File: config.mk
export PLATFORM = sky130hd
export DESIGN_NAME = pe_conv_row_acc_flat
export DESIGN_NICKNAME = d
export VERILOG_FILES = /design/src/rtl/pe_conv_row_acc_if.sv /design/src/rtl/pe_conv_row_acc.sv /design/src/flat_wrapper.sv
export SDC_FILE = /design/constraint.sdc
export NUM_CORES = 1
export LEC_CHECK = 0
export BUFFER_PORTS_ARGS = -buffer_cell sky130_fd_sc_hd__buf_4
export CAP_MARGIN = 20
export CORE_MARGIN = 2
export CORE_UTILIZATION = 55
export CTS_CLUSTER_DIAMETER = 80
export DETAILED_ROUTE_END_ITERATION = 8
export HOLD_SLACK_MARGIN = 0.12
export PLACE_DENSITY = 0.76
export SKIP_LAST_GASP = 1
export SYNTH_ARGS = -nofsm -noshare
export SYNTH_HDL_FRONTEND = slang
export SYNTH_SLANG_ARGS = --single-unit
File: constraint.sdc
create_clock -name clk -period 2.7 [get_ports clk]
set_clock_uncertainty 0.15 [all_clocks]
set_input_delay 0.54 -clock clk [delete_from_list [all_inputs] [get_ports clk]]
set_output_delay 0.54 -clock clk [all_outputs]
set_load 0.1 [all_outputs]
File: src/rtl/pe_conv_row_acc_if.sv
// ---------------------------------------------------------------------------
// pe_conv_row_acc_if
//   Bundles the two streaming channels of the row-accumulating conv PE.
//
//   Input channel (feeder -> PE):
//     in_valid, in_ready, in_row[N*DW], filter[K*DW], sat_en
//   Output channel (PE -> writeback):
//     out_valid, out_ready, out_data[L*ACC_W], out_sat
//
//   Modports:
//     master : the side that feeds rows and consumes results (feeder/writeback)
//     slave  : the PE itself
// ---------------------------------------------------------------------------
interface pe_conv_row_acc_if #(
  parameter int DW    = 2,
  parameter int N     = 8,
  parameter int K     = 3,
  parameter int ACC_W = 8
);
  localparam int L = N - K + 1;

  logic               in_valid;
  logic               in_ready;
  logic [N*DW-1:0]    in_row;
  logic [K*DW-1:0]    filter;
  logic               sat_en;
  logic               out_valid;
  logic               out_ready;
  logic [L*ACC_W-1:0] out_data;
  logic               out_sat;

  modport master (
    output in_valid, in_row, filter, sat_en, out_ready,
    input  in_ready, out_valid, out_data, out_sat
  );

  modport slave (
    input  in_valid, in_row, filter, sat_en, out_ready,
    output in_ready, out_valid, out_data, out_sat
  );
endinterface

File: src/rtl/pe_conv_row_acc.sv
// ---------------------------------------------------------------------------
// pe_conv_row_acc
//   Accumulates the 1-D convolution of ROWS consecutive input rows into one
//   2-D convolution output row of L = N-K+1 lanes. Each lane is ACC_W bits
//   and either saturates or wraps on overflow, chosen per accepted row.
//
//   Ports:
//     clk   : rising-edge clock
//     rst_n : asynchronous active-low reset
//     clr   : synchronous frame abort (drops partial frame or pending output)
//     bus   : slave side of pe_conv_row_acc_if (row input + result output)
//
//   Two states: ACC takes rows, OUT presents the finished frame until the
//   downstream handshake (or a clr) returns to ACC.
// ---------------------------------------------------------------------------
module pe_conv_row_acc #(
  parameter int DW    = 2,
  parameter int N     = 8,
  parameter int K     = 3,
  parameter int ROWS  = 3,
  parameter int ACC_W = 8
) (
  input  logic             clk,
  input  logic             rst_n,
  input  logic             clr,
  pe_conv_row_acc_if.slave bus
);
  localparam int L     = N - K + 1;
  // Full-precision row sum: K products of two DW-bit values.
  localparam int RS_W  = 2 * DW + $clog2(K);
  // One bit wider than the wider operand so the overflow test is exact.
  localparam int SUM_W = ((ACC_W > RS_W) ? ACC_W : RS_W) + 1;
  localparam int CNT_W = $clog2(ROWS + 1);

  localparam logic [SUM_W-1:0] ACC_MAX  = SUM_W'((1 << ACC_W) - 1);
  localparam logic [CNT_W-1:0] CNT_LAST = CNT_W'(ROWS - 1);

  typedef enum logic {
    ST_ACC,
    ST_OUT
  } state_t;

  state_t           state_q;
  logic [CNT_W-1:0] row_cnt_q;
  logic             out_sat_q;
  logic [ACC_W-1:0] acc_q [L];
  logic [ACC_W-1:0] acc_d [L];
  logic [L-1:0]     lane_ovf;

  // -------------------------------------------------------------------------
  // Per-lane datapath: row sum, accumulate, overflow handling.
  // -------------------------------------------------------------------------
  for (genvar gi = 0; gi < L; gi++) begin : g_lane
    logic [RS_W-1:0]  rs;
    logic [SUM_W-1:0] sum;
    logic             ovf;
    logic [ACC_W-1:0] nxt;

    always_comb begin
      logic [RS_W-1:0] a;
      logic [RS_W-1:0] b;
      rs = '0;
      a  = '0;
      b  = '0;
      for (int t = 0; t < K; t++) begin
        // Widen both operands first so the product keeps its full width.
        a  = RS_W'(bus.in_row[(gi + t) * DW +: DW]);
        b  = RS_W'(bus.filter[t * DW +: DW]);
        rs = rs + a * b;
      end
      sum = SUM_W'(acc_q[gi]) + SUM_W'(rs);
      ovf = (sum > ACC_MAX);
      nxt = sum[ACC_W-1:0];
      if (ovf && bus.sat_en) begin
        nxt = ACC_MAX[ACC_W-1:0];
      end
    end

    assign acc_d[gi]    = nxt;
    assign lane_ovf[gi] = ovf;
    assign bus.out_data[gi * ACC_W +: ACC_W] = acc_q[gi];
  end

  // -------------------------------------------------------------------------
  // Control + state
  // -------------------------------------------------------------------------
  assign bus.in_ready  = (state_q == ST_ACC);
  assign bus.out_valid = (state_q == ST_OUT);
  assign bus.out_sat   = out_sat_q;

  always_ff @(posedge clk or negedge rst_n) begin
    if (!rst_n) begin
      state_q   <= ST_ACC;
      row_cnt_q <= '0;
      out_sat_q <= 1'b0;
      acc_q     <= '{default: '0};
    end else if (clr) begin
      // Abort wins over both handshakes; a concurrent row or out_ready is ignored.
      state_q   <= ST_ACC;
      row_cnt_q <= '0;
      out_sat_q <= 1'b0;
      acc_q     <= '{default: '0};
    end else begin
      case (state_q)
        ST_ACC: begin
          if (bus.in_valid) begin
            acc_q     <= acc_d;
            out_sat_q <= out_sat_q | (|lane_ovf);
            if (row_cnt_q == CNT_LAST) begin
              row_cnt_q <= '0;
              state_q   <= ST_OUT;
            end else begin
              row_cnt_q <= row_cnt_q + 1'b1;
            end
          end
        end
        ST_OUT: begin
          // Result is held stable until the downstream takes it.
          if (bus.out_ready) begin
            acc_q     <= '{default: '0};
            out_sat_q <= 1'b0;
            state_q   <= ST_ACC;
          end
        end
        default: state_q <= ST_ACC;
      endcase
    end
  end
endmodule
File: src/flat_wrapper.sv
// flat-port wrapper written by rule: the top's interface ports become plain ports
module pe_conv_row_acc_flat 
#(
  parameter int DW    = 2,
  parameter int N     = 8,
  parameter int K     = 3,
  parameter int ROWS  = 3,
  parameter int ACC_W = 8
)
  (clk, rst_n, clr, bus_in_valid, bus_in_row, bus_filter, bus_sat_en, bus_out_ready, bus_in_ready, bus_out_valid, bus_out_data, bus_out_sat);
  pe_conv_row_acc_if #(.DW(DW), .N(N), .K(K), .ACC_W(ACC_W)) bus_i ();
  input  logic clk;
  input  logic rst_n;
  input  logic clr;
  input wire logic [$bits(bus_i.in_valid)-1:0] bus_in_valid;
  input wire logic [$bits(bus_i.in_row)-1:0] bus_in_row;
  input wire logic [$bits(bus_i.filter)-1:0] bus_filter;
  input wire logic [$bits(bus_i.sat_en)-1:0] bus_sat_en;
  input wire logic [$bits(bus_i.out_ready)-1:0] bus_out_ready;
  output wire logic [$bits(bus_i.in_ready)-1:0] bus_in_ready;
  output wire logic [$bits(bus_i.out_valid)-1:0] bus_out_valid;
  output wire logic [$bits(bus_i.out_data)-1:0] bus_out_data;
  output wire logic [$bits(bus_i.out_sat)-1:0] bus_out_sat;
  assign bus_i.in_valid = bus_in_valid;
  assign bus_i.in_row = bus_in_row;
  assign bus_i.filter = bus_filter;
  assign bus_i.sat_en = bus_sat_en;
  assign bus_i.out_ready = bus_out_ready;
  assign bus_in_ready = bus_i.in_ready;
  assign bus_out_valid = bus_i.out_valid;
  assign bus_out_data = bus_i.out_data;
  assign bus_out_sat = bus_i.out_sat;
  pe_conv_row_acc #(.DW(DW), .N(N), .K(K), .ROWS(ROWS), .ACC_W(ACC_W)) u_core (.clk(clk), .rst_n(rst_n), .clr(clr), .bus(bus_i));
endmodule
# --- Word level (Yosys, flattened, before mapping) ---
# Cells that the tools add are included.
op_classes:
  n_addsub: 19
  mul: 18
  n_lt_le_gt_ge: 6
  eq_ne: 4
  muxes: 23
  bitwise: 2
  n_reduce_logical: 10
op_table:
  columns: ["op", "count"]
  rows:
  - ["$mux 48", 3]
  - ["$pmux 48 s2", 1]
  - ["$mul 2x2->4", 18]
  - ["$add 8x6->9", 6]
  - ["$gt 9x8->1 const B", 6]
  - ["$mux 8", 6]
  - ["$add 6x4->6", 6]
  - ["$add 4x4->5", 6]
  - ["$mux 2", 4]
  - ["$mux 1", 7]
  - ["$logic_and 1x1->1", 6]
  - ["$ne 3x3->1 const B", 2]
  - ["$reduce_or 6->1", 1]
  - ["$pmux 1 s2", 2]
  - ["$reduce_and 2->1", 2]
  - ["$add 2x1->2 const B", 1]
  - ["$eq 2x2->1 const B", 1]
  - ["$ne 2x2->1 const B", 1]
  - ["$reduce_bool 2->1", 1]
  - ["$not 1->1", 1]
  - ["$or 1x1->1", 1]
word_totals:
  reg_bits: 52
  in_bits: 28
  output_inout_bits: 51
  elab_cells: 91

# --- Longest topological paths before layout ---
# Gate-level depths: netlist of the first run.
logic_depth:
  ltp_word: 10
  depth_mapped: 20
  ltp_nobuf: 19

# --- Least setup slack after synthesis of the first run ---
# Ideal clock, no wire load.
synth_path:
  path_kind: "input to register"
  from: "input bus_filter[3]"
  to: "register u_core.acc_q, in the netlist u_core.bus.out_data[13]"
  setup_ps: 126
  arrival_ps: 4720
  required_ps: 2424
  path_slack_ps: -2296
  path_stages: 20
  path_buffers: 1
  path_cell_list: "clkbuf_1 -> nand2_1 -> fa_1 -> inv_1 -> ha_1 -> ha_1 -> inv_1 -> fa_1 -> inv_1 -> ha_1 -> ha_1 -> a21o_1 -> a21oi_1 -> xor2_1 -> ha_1 -> o21a_1 -> o31a_1 -> o311a_4 -> and2_4 -> a221o_1"
synth_via:
  elab_chain_len: 10
synth_lines:
  columns: ["element", "line_no", "rtl"]
  rows:
  - ["from (decl)", "flat_wrapper.sv:17", "input wire logic [$bits(bus_i.filter)-1:0] bus_filter;"]
  - ["$mul 2x2->4 (*)", "pe_conv_row_acc.sv:69", "rs = rs + a * b;"]
  - ["$add 4x4->5 (*)", "pe_conv_row_acc.sv:69", null]
  - ["$add 6x4->6 (*)", "pe_conv_row_acc.sv:69", null]
  - ["$add 8x6->9 (*)", "pe_conv_row_acc.sv:71", "sum = SUM_W'(acc_q[gi]) + SUM_W'(rs);"]
  - ["$gt 9x8->1", "pe_conv_row_acc.sv:72", "ovf = (sum > ACC_MAX);"]
  - ["$logic_and 1x1->1", "pe_conv_row_acc.sv:74", "if (ovf && bus.sat_en) begin"]
  - ["$mux 8 (*)", "pe_conv_row_acc.sv:74", null]
  - ["$mux 48 (*)", "pe_conv_row_acc.sv:106", "if (bus.in_valid) begin"]
  - ["$pmux 48 s2 (*)", "pe_conv_row_acc.sv:104", "case (state_q)"]
  - ["$mux 48 (*)", "pe_conv_row_acc.sv:97", "end else if (clr) begin"]
  - ["to (signal assigned)", "pe_conv_row_acc.sv:96", "acc_q <= '{default: '0};"]
  - ["to (signal assigned)", "pe_conv_row_acc.sv:102", "acc_q <= '{default: '0};"]
  - ["to (signal assigned)", "pe_conv_row_acc.sv:107", "acc_q <= acc_d;"]
  - ["to (decl)", "pe_conv_row_acc.sv:46", "logic [ACC_W-1:0] acc_q [L];"]
# Every way passes the cells marked *; elsewhere a longest branch is shown, timed or not. The select of a mux whose other input is x is not followed.
# A chain may end at the register's enable or synchronous reset.

# --- Final worst setup path of the first run ---
layout_path:
  from: "input bus_filter[3]"
  to: "register u_core.out_sat_q, in the netlist u_core.bus.out_sat"
layout_via:
  elab_chain_len: 10
  elab_cells_between_ends: 35
  classes_between: "add/sub (18); mul (6); order compare (6); mux (3); bitwise (1); reduce/logical (1)"
layout_lines:
  columns: ["element", "line_no", "rtl"]
  rows:
  - ["$mul 2x2->4", "pe_conv_row_acc.sv:69", null]
  - ["$add 4x4->5", "pe_conv_row_acc.sv:69", null]
  - ["$add 6x4->6", "pe_conv_row_acc.sv:69", null]
  - ["$add 8x6->9", "pe_conv_row_acc.sv:71", null]
  - ["$gt 9x8->1", "pe_conv_row_acc.sv:72", null]
  - ["$reduce_or 6->1 (*)", "pe_conv_row_acc.sv:108", "out_sat_q <= out_sat_q | (|lane_ovf);"]
  - ["$or 1x1->1 (*)", "pe_conv_row_acc.sv:108", null]
  - ["$mux 1 (*)", "pe_conv_row_acc.sv:106", null]
  - ["$pmux 1 s2 (*)", "pe_conv_row_acc.sv:104", null]
  - ["$mux 1 (*)", "pe_conv_row_acc.sv:97", null]
  - ["to (signal assigned)", "pe_conv_row_acc.sv:108", null]
  - ["to (decl)", "pe_conv_row_acc.sv:45", "logic out_sat_q;"]
# Marks and branches as above.

==> flow_summary.toml, run 1 <==
[finish]
drive_gt1_share_pct = 44.5
synthToLayoutAreaGrowth_pct = 50.2
layout.nets = 1126
finalNonFillerCells = 1094
postLayoutCoreUtil_pct = 84.2
n_antenna_cell = 0

[synthesis]
synth-seq-area-share_pct = 20.4
synth_area_leaders = "ha_1 (22%), dfrtp_1 (20%), fa_1 (11%)"
synth.distinct_cells = 50
synth-simple-area-share_pct = 17.1
synth_top_family_by_area = "adder cells"
synth_top_area_cell = "ha_1"
synth_enable_flop_cells = 0
synthXorXnorAreaFrac_pct = 4.26
syn-num-nets = 909
syn_area_per_cell_sq_um = 8.70
synth_top_area_share_pct = 22.0
synthCells = 733
synth_compound_gate_area_share_pct = 19.5
synthMuxAreaShare_pct = 0
syn_area_sq_mm = 0.00637
synthAdderAreaFrac_pct = 33.3
yosysWarnings = 0
async_flop_share_pct = 100
ys_ff_latch = 52
ys.flop_type = "dfrtp_1"

[critical_path]
worstPathRequired_ps = 2710
start_kind = "input port"
crit_family = "adder cells"
critPathKind = "input port to flip-flop"
path_cells = "buf_12, buf_6, nand2_4, fa_2, inv_2, ha_4, ha_4, fa_1, ha_4, ha_4, a21o_1, a21oi_2, xor2_2, ha_1, a21o_1, a21oi_4, nand2_4, a311oi_2, a41oi_1"
crit_top_cell = "ha_4"
endpoint_kind = "flip-flop"
slowest_stage = "fa_2"
critPathBufInv = 3
cp_max_fo = 7
crit_arrival_ps = 4550
slowest_delay_ps = 560

[grt]
antenna_found_initial = 0
grt_max_degree = 53
gr-total-overflow = 0
track_usage_pct = 32.6
grt_pass1_vias = 6705
grt_pass1_wl_um = 33200

[sta]
post-route-period-util_pct = 168
hold_viol = 0
fin_setup_tns_ps = -83760
rsz0062_at_grt = "yes"
tightest_slew_ps = 753
setup_violations = 49
slew_headroom_pct = 49.8
maxSlewViolCount = 0
fmax_ghz = 0.220
timing.hold.ws_ps = 125
period_needed_ps = 4540
fin_ws_ps = -1840

[worst_hold_path]
hold_class = "input port to asynchronous set/reset pin"

[clock_tree]
cts-root-buf = "clkbuf_16"
cts_tree = "built"
h-tree-depth = 2
cts_buffers = 5
clk_path_buf_depth = 2
clk_pin_slew_ps = 70
clkSinkCount = 52
cts_hold_buf = 0
clk_latency_ps = 310

[run_status]
failed_checks = "negative setup slack"
status = "finished, violations left"

[power_and_ir_drop]
p_comb_share_pct = 70.9
p_leak_nw = 4.79
internal_power_mw = 3.03
switchingPower_mw = 3.03
vdd_ir_drop_max_mv = 0.742
p_per_area_mw_per_mm2 = 633
seq_power_share_pct = 17.7
switching_share_pct = 50.0
clockPowerShare_pct = 11.4

[die]
die_h_um = 112
core_sq_mm = 0.0114
num_io_pins = 79
dieArea_sq_mm = 0.0125
placementRows = 39
start_util_pct = 56.1
die_width_um = 112

[place]
gp_congestion = 0.921
placedCellCount = 1056
place_ws_ps = -2270
hpwl_um = 14500
port_buffers = 78

[flow_run]
max_cap_viol_count = 0

[drt]
drt-pass1-iter-count = 5
wl_per_cell_um = 19.0
drc = 0
antenna_left = 0
routed_via_density = 5.89
drt-total-wl_um = 20800
vias = 6442
initialDrtViolationCount = 407
## worst reg2reg max path, cell delays in order, from the launching register on
cell	delay, ps
dfrtp_1	430
ha_1	210
inv_1	70
fa_1	430
nor2b_4	160
o31a_1	230
o21ai_0	150
a31o_2	280
a211o_1	280
## Yosys cell counts (all sizes together) (4+ instances only)
library cell	instances
o21a	6
nor3b	4
dfrtp	52
a211o	4
o31a	4
xor2	19
nor2b	11
a21o	22
a21oi	58
o21ai	47
clkbuf	12
nor3	4
o22ai	6
nand2	103
fa	36
and2	49
nor2	25
xnor2	12
ha	112
nand3	11
inv	70
nand2b	4
and4	4
or3	5
a211oi	8
buf	8
## kinds of logic after synthesis
logic type                 Yosys count
AOI/OAI and AO/OA                  190
xor gates and xnor gates            31
adders and majority gates          148
buffers and inverters               90
DFF                                 52
and+or+nand+nor                    222
## power by group through the flow
stage / logic [mW] / registers [mW] / clock network [mW]
detailed placement: 3.72 / 1.06 / 0
global placement: 3.55 / 1.05 / 0
floorplan: 1.71 / 1.94 / 0
finish: 4.30 / 1.08 / 0.690
CTS: 4.05 / 1.07 / 0.677
global route: 4.59 / 1.09 / 0.708
## layout by cell type (no fill, tap or decap), drive strengths merged, types with 4 or more instances in the layout
cell    instances
nand3          11
a211o           4
nor2           25
xnor2          12
o21ai          47
nor2b          11
fa             36
or3             5
nand2b          4
dfrtp          52
nor3            4
clkbuf          6
and4            4
a21o           22
inv            70
o22ai           6
xor2           19
o31a            4
o21a            6
buf           230
nor3b           4
a21oi          58
and2           49
ha            112
nand2         103
a211oi          8
## cell type report
type                    count  area, sq um
clock buffers               6          139
clock inverters             2         10.0
fillers                   631         1790
inverters                  70          263
multi-input cells         591         5820
flip-flops and latches     52         1300
well taps                 143          179
repair buffers            230         1860
## state kept, by name, summed over array words and instances (netlist names)
register / cells
u_core.bus.out_data: 48
u_core.row_cnt_q: 2
u_core.bus.out_sat: 1
u_core.bus.out_valid: 1
## routing by layer
layer	vias to the layer above	GRT usage, %	wire (um)
li1	2952	-	-
met1	3167	42.8	8670
met2	268	56.5	10500
met3	55	3.92	1010
met4	0	9.79	541
met5	-	0	0
## stage by stage
| step | cell area (sq um) | total power [mW] |
|---|---|---|
| final | 9580 | 6.06 |
| after global routing | 9580 | 6.39 |
| after CTS | 9330 | 5.79 |
| after detailed placement | 8520 | 4.78 |
| after global placement | 8520 | 4.61 |
| after floorplan | 6960 | 3.65 |
## final timing paths
path	from	endpoint	slack [ps]	cells after the start
worst max-delay path	bus_filter[3]	u_core.bus.out_sat	-1840	19
worst min-delay path	rst_n	u_core.bus.out_data[27]	130	1
min in group clk	clr	u_core.bus.out_valid	280	2
max in group asynchronous	rst_n	u_core.bus.out_data[21]	1780	1
worst min register to register	u_core.bus.out_data[32]	u_core.bus.out_data[32]	370	2
worst max register to register	u_core.bus.out_data[8]	u_core.bus.out_data[14]	190	8
## timing repair
action / 4_1_cts / 5_1_grt
setup endpoints to repair: 49 / 49
cloned: 0 / 0
buffers inserted: 24 / 9
pin swaps: 102 / 67
resized for setup: 106 / 48
No activity file was read; power rests on OpenSTA's default activity.
==> inputs of run 2 (changes only) <==
--- a/config.mk
+++ b/config.mk
@@ -11,6 +11,7 @@
 export CORE_UTILIZATION = 55
 export CTS_CLUSTER_DIAMETER = 80
 export DETAILED_ROUTE_END_ITERATION = 8
+export GPL_TIMING_DRIVEN = 0
 export HOLD_SLACK_MARGIN = 0.12
 export PLACE_DENSITY = 0.76
 export SKIP_LAST_GASP = 1
==> run 2 against run 1 <==
The flow still finishes with violations (negative setup slack). Highest routed layer unchanged. Non-clock buffer count fell by 86. Wire length fell by 10%. Critical path type unchanged. Register-to-register slack improved by 60 ps. Cell area fell by 7.8%. Total power fell by 5.3%. Count of clock-buffer cells in the layout rose by 1. Clock power rose by 16%. Largest power group unchanged. Critical path depth rose by 2.
==> flow_summary.toml, run 2 (same netlist as run 1, synthesis figures left out) <==
[run_status]
status = "finished, violations left"
failed_checks = "negative setup slack"

[clock_tree]
cts_tree = "built"
cts_hold_buf = 0
h-tree-depth = 2
clk_pin_slew_ps = 70
clk_latency_ps = 300
cts_buffers = 5
cts-root-buf = "clkbuf_16"
clkSinkCount = 52
clk_path_buf_depth = 2

[sta]
tightest_slew_ps = 768
hold_viol = 0
setup_violations = 49
slew_headroom_pct = 48.8
rsz0062_at_grt = "yes"
maxSlewViolCount = 0
fmax_ghz = 0.215
fin_ws_ps = -1960
period_needed_ps = 4660
post-route-period-util_pct = 172

[critical_path]
crit_arrival_ps = 4700
crit_top_cell = "ha_4"
critPathBufInv = 5
ff2ff_setup_slack_ps = 250
critPathKind = "input port to flip-flop"
slowest_delay_ps = 550
cp_max_fo = 6
worstPathRequired_ps = 2740
start_kind = "input port"
path_cells = "buf_8, clkbuf_16, nand2_4, fa_1, inv_2, ha_4, ha_4, inv_2, fa_1, inv_2, ha_4, ha_4, a21o_1, a21oi_2, xor2_2, ha_4, o21a_1, o31a_1, o311a_4, and2_4, a211o_1"
endpoint_kind = "flip-flop"
crit_family = "adder cells"
slowest_stage = "fa_1"

[die]
die_width_um = 112
start_util_pct = 56.1
core_sq_mm = 0.0114
num_io_pins = 79
die_h_um = 112
dieArea_sq_mm = 0.0125
placementRows = 39

[place]
place_ws_ps = -2470
gp_congestion = 0.949
hpwl_um = 13500
port_buffers = 77

[finish]
layout.nets = 1040
final_common_cell = "buf_4"
final_cell_mix = "buf_4 (112), nand2_1 (87), ha_1 (66)"
largest_reg_flops = 48
synthToLayoutAreaGrowth_pct = 38.5
drive_gt1_share_pct = 37.2
n_antenna_cell = 0

[grt]
grt_pass1_wl_um = 31400
grt_pass1_vias = 6323
gr-total-overflow = 0
antenna_found_initial = 0
grt_max_degree = 53
track_usage_pct = 30.7

[drt]
antenna_left = 0
drt-pass1-iter-count = 5
routed_via_density = 5.91
drt-total-wl_um = 18700
wl_per_cell_um = 18.5
initialDrtViolationCount = 427
vias = 5956
drc = 0

[power_and_ir_drop]
p_leak_nw = 4.31
p_per_area_mw_per_mm2 = 650
total_power_mw = 5.74
vdd_ir_drop_max_mv = 0.606

[worst_hold_path]
hold_class = "input port to asynchronous set/reset pin"

[flow_run]
max_cap_viol_count = 0
## run 2: through the flow
stage / area, sq um / TNS (ps) / std cells / hold WS (ps) / util, %
floorplan: 6960 / -84250 / 733 / 94.4 / -
global placement: 7720 / -101720 / 953 / 332 / 67.9
detailed placement: 7720 / -105310 / 953 / 340 / 67.9
CTS: 8550 / -87600 / 1001 / 171 / 75.2
global route: 8830 / -95620 / 1008 / 194 / 77.7
finish: 8830 / -89640 / 1008 / 132 / 77.7
## run 2: path summary, 6_finish.rpt
path	start	to	cells after the start
max in group asynchronous	rst_n	u_core.bus.out_data[22]	1
max	bus_filter[1]	u_core.bus.out_data[6]	21
min in group clk	clr	u_core.bus.out_valid	2
max reg2reg	u_core.bus.out_data[8]	u_core.bus.out_data[14]	8
min reg2reg	u_core.bus.out_data[3]	u_core.bus.out_data[3]	2
min	rst_n	u_core.bus.out_data[28]	1
## run 2: timing repair
action,in CTS,in global routing
endpoints found under the hold margin,0,0
pin swaps,97,51
gates resized for setup,70,48
setup endpoints to repair,49,49
gates cloned,1,0
buffers inserted,39,8
## run 2: power breakdown
group          internal (mW)  switching, mW  leakage (nW)
clock network          0.489          0.313        0.0901
logic                   1.50           2.36          3.52
registers              0.905          0.170         0.709
total                   2.89           2.85          4.31
## run 2: per-layer routing
| layer | track usage [%] | vias up | part of all wire (%) |
|---|---|---|---|
| met4 | 8.97 | 0 | 2.2 |
| met1 | 41.1 | 2918 | 44 |
| li1 | - | 2781 | - |
| met3 | 4.08 | 44 | 4.7 |
| met5 | 0 | - | 0 |
| met2 | 52.2 | 213 | 49 |
## run 2: final cells by class
type,instances,area (sq um)
Multi-Input combinational cell,591,5760
Sequential cell,52,1300
Clock buffer,7,153
Buffer,20,149
Clock inverter,1,30.0
Tap cell,143,179
Timing Repair Buffer,124,998
Fill cell,765,2540
Inverter,70,263
## run 2: worst reg2reg max path, stage by stage (launching register included)
cell     delay, ps
dfrtp_1        380
ha_1           210
inv_1           70
fa_1           440
nor2b_4        140
o31a_1         230
o21ai_0        150
a31o_2         270
a211o_1        280
==> inputs of run 3 (changes only) <==
--- a/config.mk
+++ b/config.mk
@@ -14,6 +14,7 @@
 export GPL_TIMING_DRIVEN = 0
 export HOLD_SLACK_MARGIN = 0.12
 export PLACE_DENSITY = 0.76
+export REMOVE_ABC_BUFFERS = 1
 export SKIP_LAST_GASP = 1
 export SYNTH_ARGS = -nofsm -noshare
 export SYNTH_HDL_FRONTEND = slang
==> run 3 against run 2 <==
The run still ends with negative setup slack left. Hold slack improved by 2.8 ps. Sequential share of layout area decreased by 0.29 points. Wire length increased by 14%. Setup slack got worse by 20 ps. Cell count about the same. Combinational power increased by 6.2%. Sequential power about the same. Maximum frequency decreased by 0.43%. Cell area increased by 2.0%. Total power increased by 3.8%. Non-clock buffer count increased by 1. Die area unchanged.
==> flow_summary.toml, run 3 (same netlist as run 1, synthesis figures left out) <==
[clock_tree]
clk_pin_slew_ps = 80
cts-root-buf = "clkbuf_16"
cts_buffers = 5
clk_latency_ps = 310
clkSinkCount = 52
clk_path_buf_depth = 2
cts_tree = "built"
cts_hold_buf = 0
h-tree-depth = 2

[sta]
post-route-period-util_pct = 173
slew_headroom_pct = 37.7
fin_ws_ps = -1980
hold_viol = 0
setup_violations = 49
maxSlewViolCount = 0
fmax_ghz = 0.214
period_needed_ps = 4680
tightest_slew_ps = 934
rsz0062_at_grt = "yes"

[finish]
final_common_cell = "buf_4"
final_cell_mix = "buf_4 (121), nand2_1 (81), ha_1 (67)"
largest_reg_flops = 48
postLayoutCoreUtil_pct = 79.2
synthToLayoutAreaGrowth_pct = 41.3
layout.nets = 1041
n_antenna_cell = 0
drive_gt1_share_pct = 39.5

[critical_path]
critPathKind = "input port to flip-flop"
worstReg2RegStart = "u_core.bus.out_data[24]"
r2r_cells = 8
ff2ff_setup_slack_ps = 290
crit_arrival_ps = 4700
worstPathRequired_ps = 2730
start_kind = "input port"
cp_max_fo = 8
endpoint_kind = "flip-flop"
r2r_end = "u_core.bus.out_data[29]"

[grt]
antenna_found_initial = 0
gr-total-overflow = 0
track_usage_pct = 28.9
grt_max_degree = 53
grt_pass1_vias = 6123
grt_pass1_wl_um = 29200

[power_and_ir_drop]
vdd_ir_drop_max_mv = 0.685
p_leak_nw = 4.39
total_power_mw = 5.96
p_per_area_mw_per_mm2 = 661

[die]
start_util_pct = 56.1
dieArea_sq_mm = 0.0125
placementRows = 39
num_io_pins = 79
die_h_um = 112
die_width_um = 112
core_sq_mm = 0.0114

[flow_run]
max_cap_viol_count = 0

[drt]
drt-total-wl_um = 21300
drc = 0
antenna_left = 0
vias = 6350
routed_via_density = 6.29
wl_per_cell_um = 21.1
initialDrtViolationCount = 471
drt-pass1-iter-count = 6

[place]
port_buffers = 78
gp_congestion = 0.883
hpwl_um = 11400

[run_status]
status = "finished, violations left"
failed_checks = "negative setup slack"

[worst_hold_path]
hold_class = "input port to asynchronous set/reset pin"
==> run 3: cell types whose count changed in the layout (fill, tap and decap cells not counted), sizes merged <==
| cell | change |
|---|---|
| buf | +14 |
| clkbuf | -14 |
| inv | +1 |
==> run 3: worst max-delay path by stage <==
stage / start / end / slack, ps / depth (start not counted)
global placement: bus_filter[3] / u_core.bus.out_data[5] / -2450 / 20
finish: bus_filter[3] / u_core.bus.out_sat / -1980 / 19
detailed placement: bus_filter[3] / u_core.bus.out_data[5] / -2570 / 20
floorplan: bus_filter[3] / u_core.bus.out_data[13] / -2020 / 19
global route: bus_filter[3] / u_core.bus.out_sat / -2070 / 19
CTS: bus_filter[2] / u_core.bus.out_data[14] / -1810 / 17
==> run 3: layout make-up <==
class / count / area (sq um)
clock buffers: 6 / 129
clock inverters: 2 / 38.8
fillers: 656 / 2360
inverters: 70 / 263
multi-input cells: 591 / 5850
flip-flops and latches: 52 / 1300
well taps: 143 / 179
repair buffers: 145 / 1250
==> run 3: what timing repair did <==
action                                  CTS  global route
resized for setup                       184            98
pin swaps                               135            98
cloned                                    1             0
setup buffers                            39            25
endpoints found under the setup margin   49            49
==> run 3: per-layer routing <==
metal	routed length (um)	GRT usage, %	part of all wire (%)
met2	11000	53.5	52
met1	7870	34.2	37
met5	0	0	0
met4	1070	10.4	5.0
met3	1340	3.92	6.3
==> run 3: through the flow <==
step / instance area (sq um) / setup WS, ps / std cells / hold slack [ps] / setup TNS, ps
2_1_floorplan: 6290 / -2020 / 713 / 94.4 / -87880
3_3_place_gp: 7050 / -2450 / 934 / 333 / -109030
3_5_place_dp: 7060 / -2570 / 934 / 344 / -113140
4_1_cts: 8280 / -1810 / 982 / 160 / -81080
5_1_grt: 9010 / -2070 / 1009 / 199 / -92720
6_report: 9010 / -1980 / 1009 / 135 / -87710
==> run 3: power breakdown <==
group | internal [mW] | leakage (nW) | total, mW | switching (mW)
logic | 1.59 | 3.60 | 4.10 | 2.51
registers | 0.904 | 0.709 | 1.07 | 0.166
clock network | 0.444 | 0.0815 | 0.791 | 0.347
total | 2.94 | 4.39 | 5.96 | 3.02
==> run 3: worst max-delay path, cell delays in order <==
cell and delay [ps]:
buf_12 110, buf_6 110, nand2_4 40, fa_2 570, inv_2 60, ha_4 230, ha_4 170, fa_2 610
ha_4 220, ha_4 210, a21o_1 160, a21oi_2 170, xor2_2 250, ha_4 260, a21o_1 180, a21oi_2 190
nand2_2 110, a311oi_4 350, a41oi_2 160
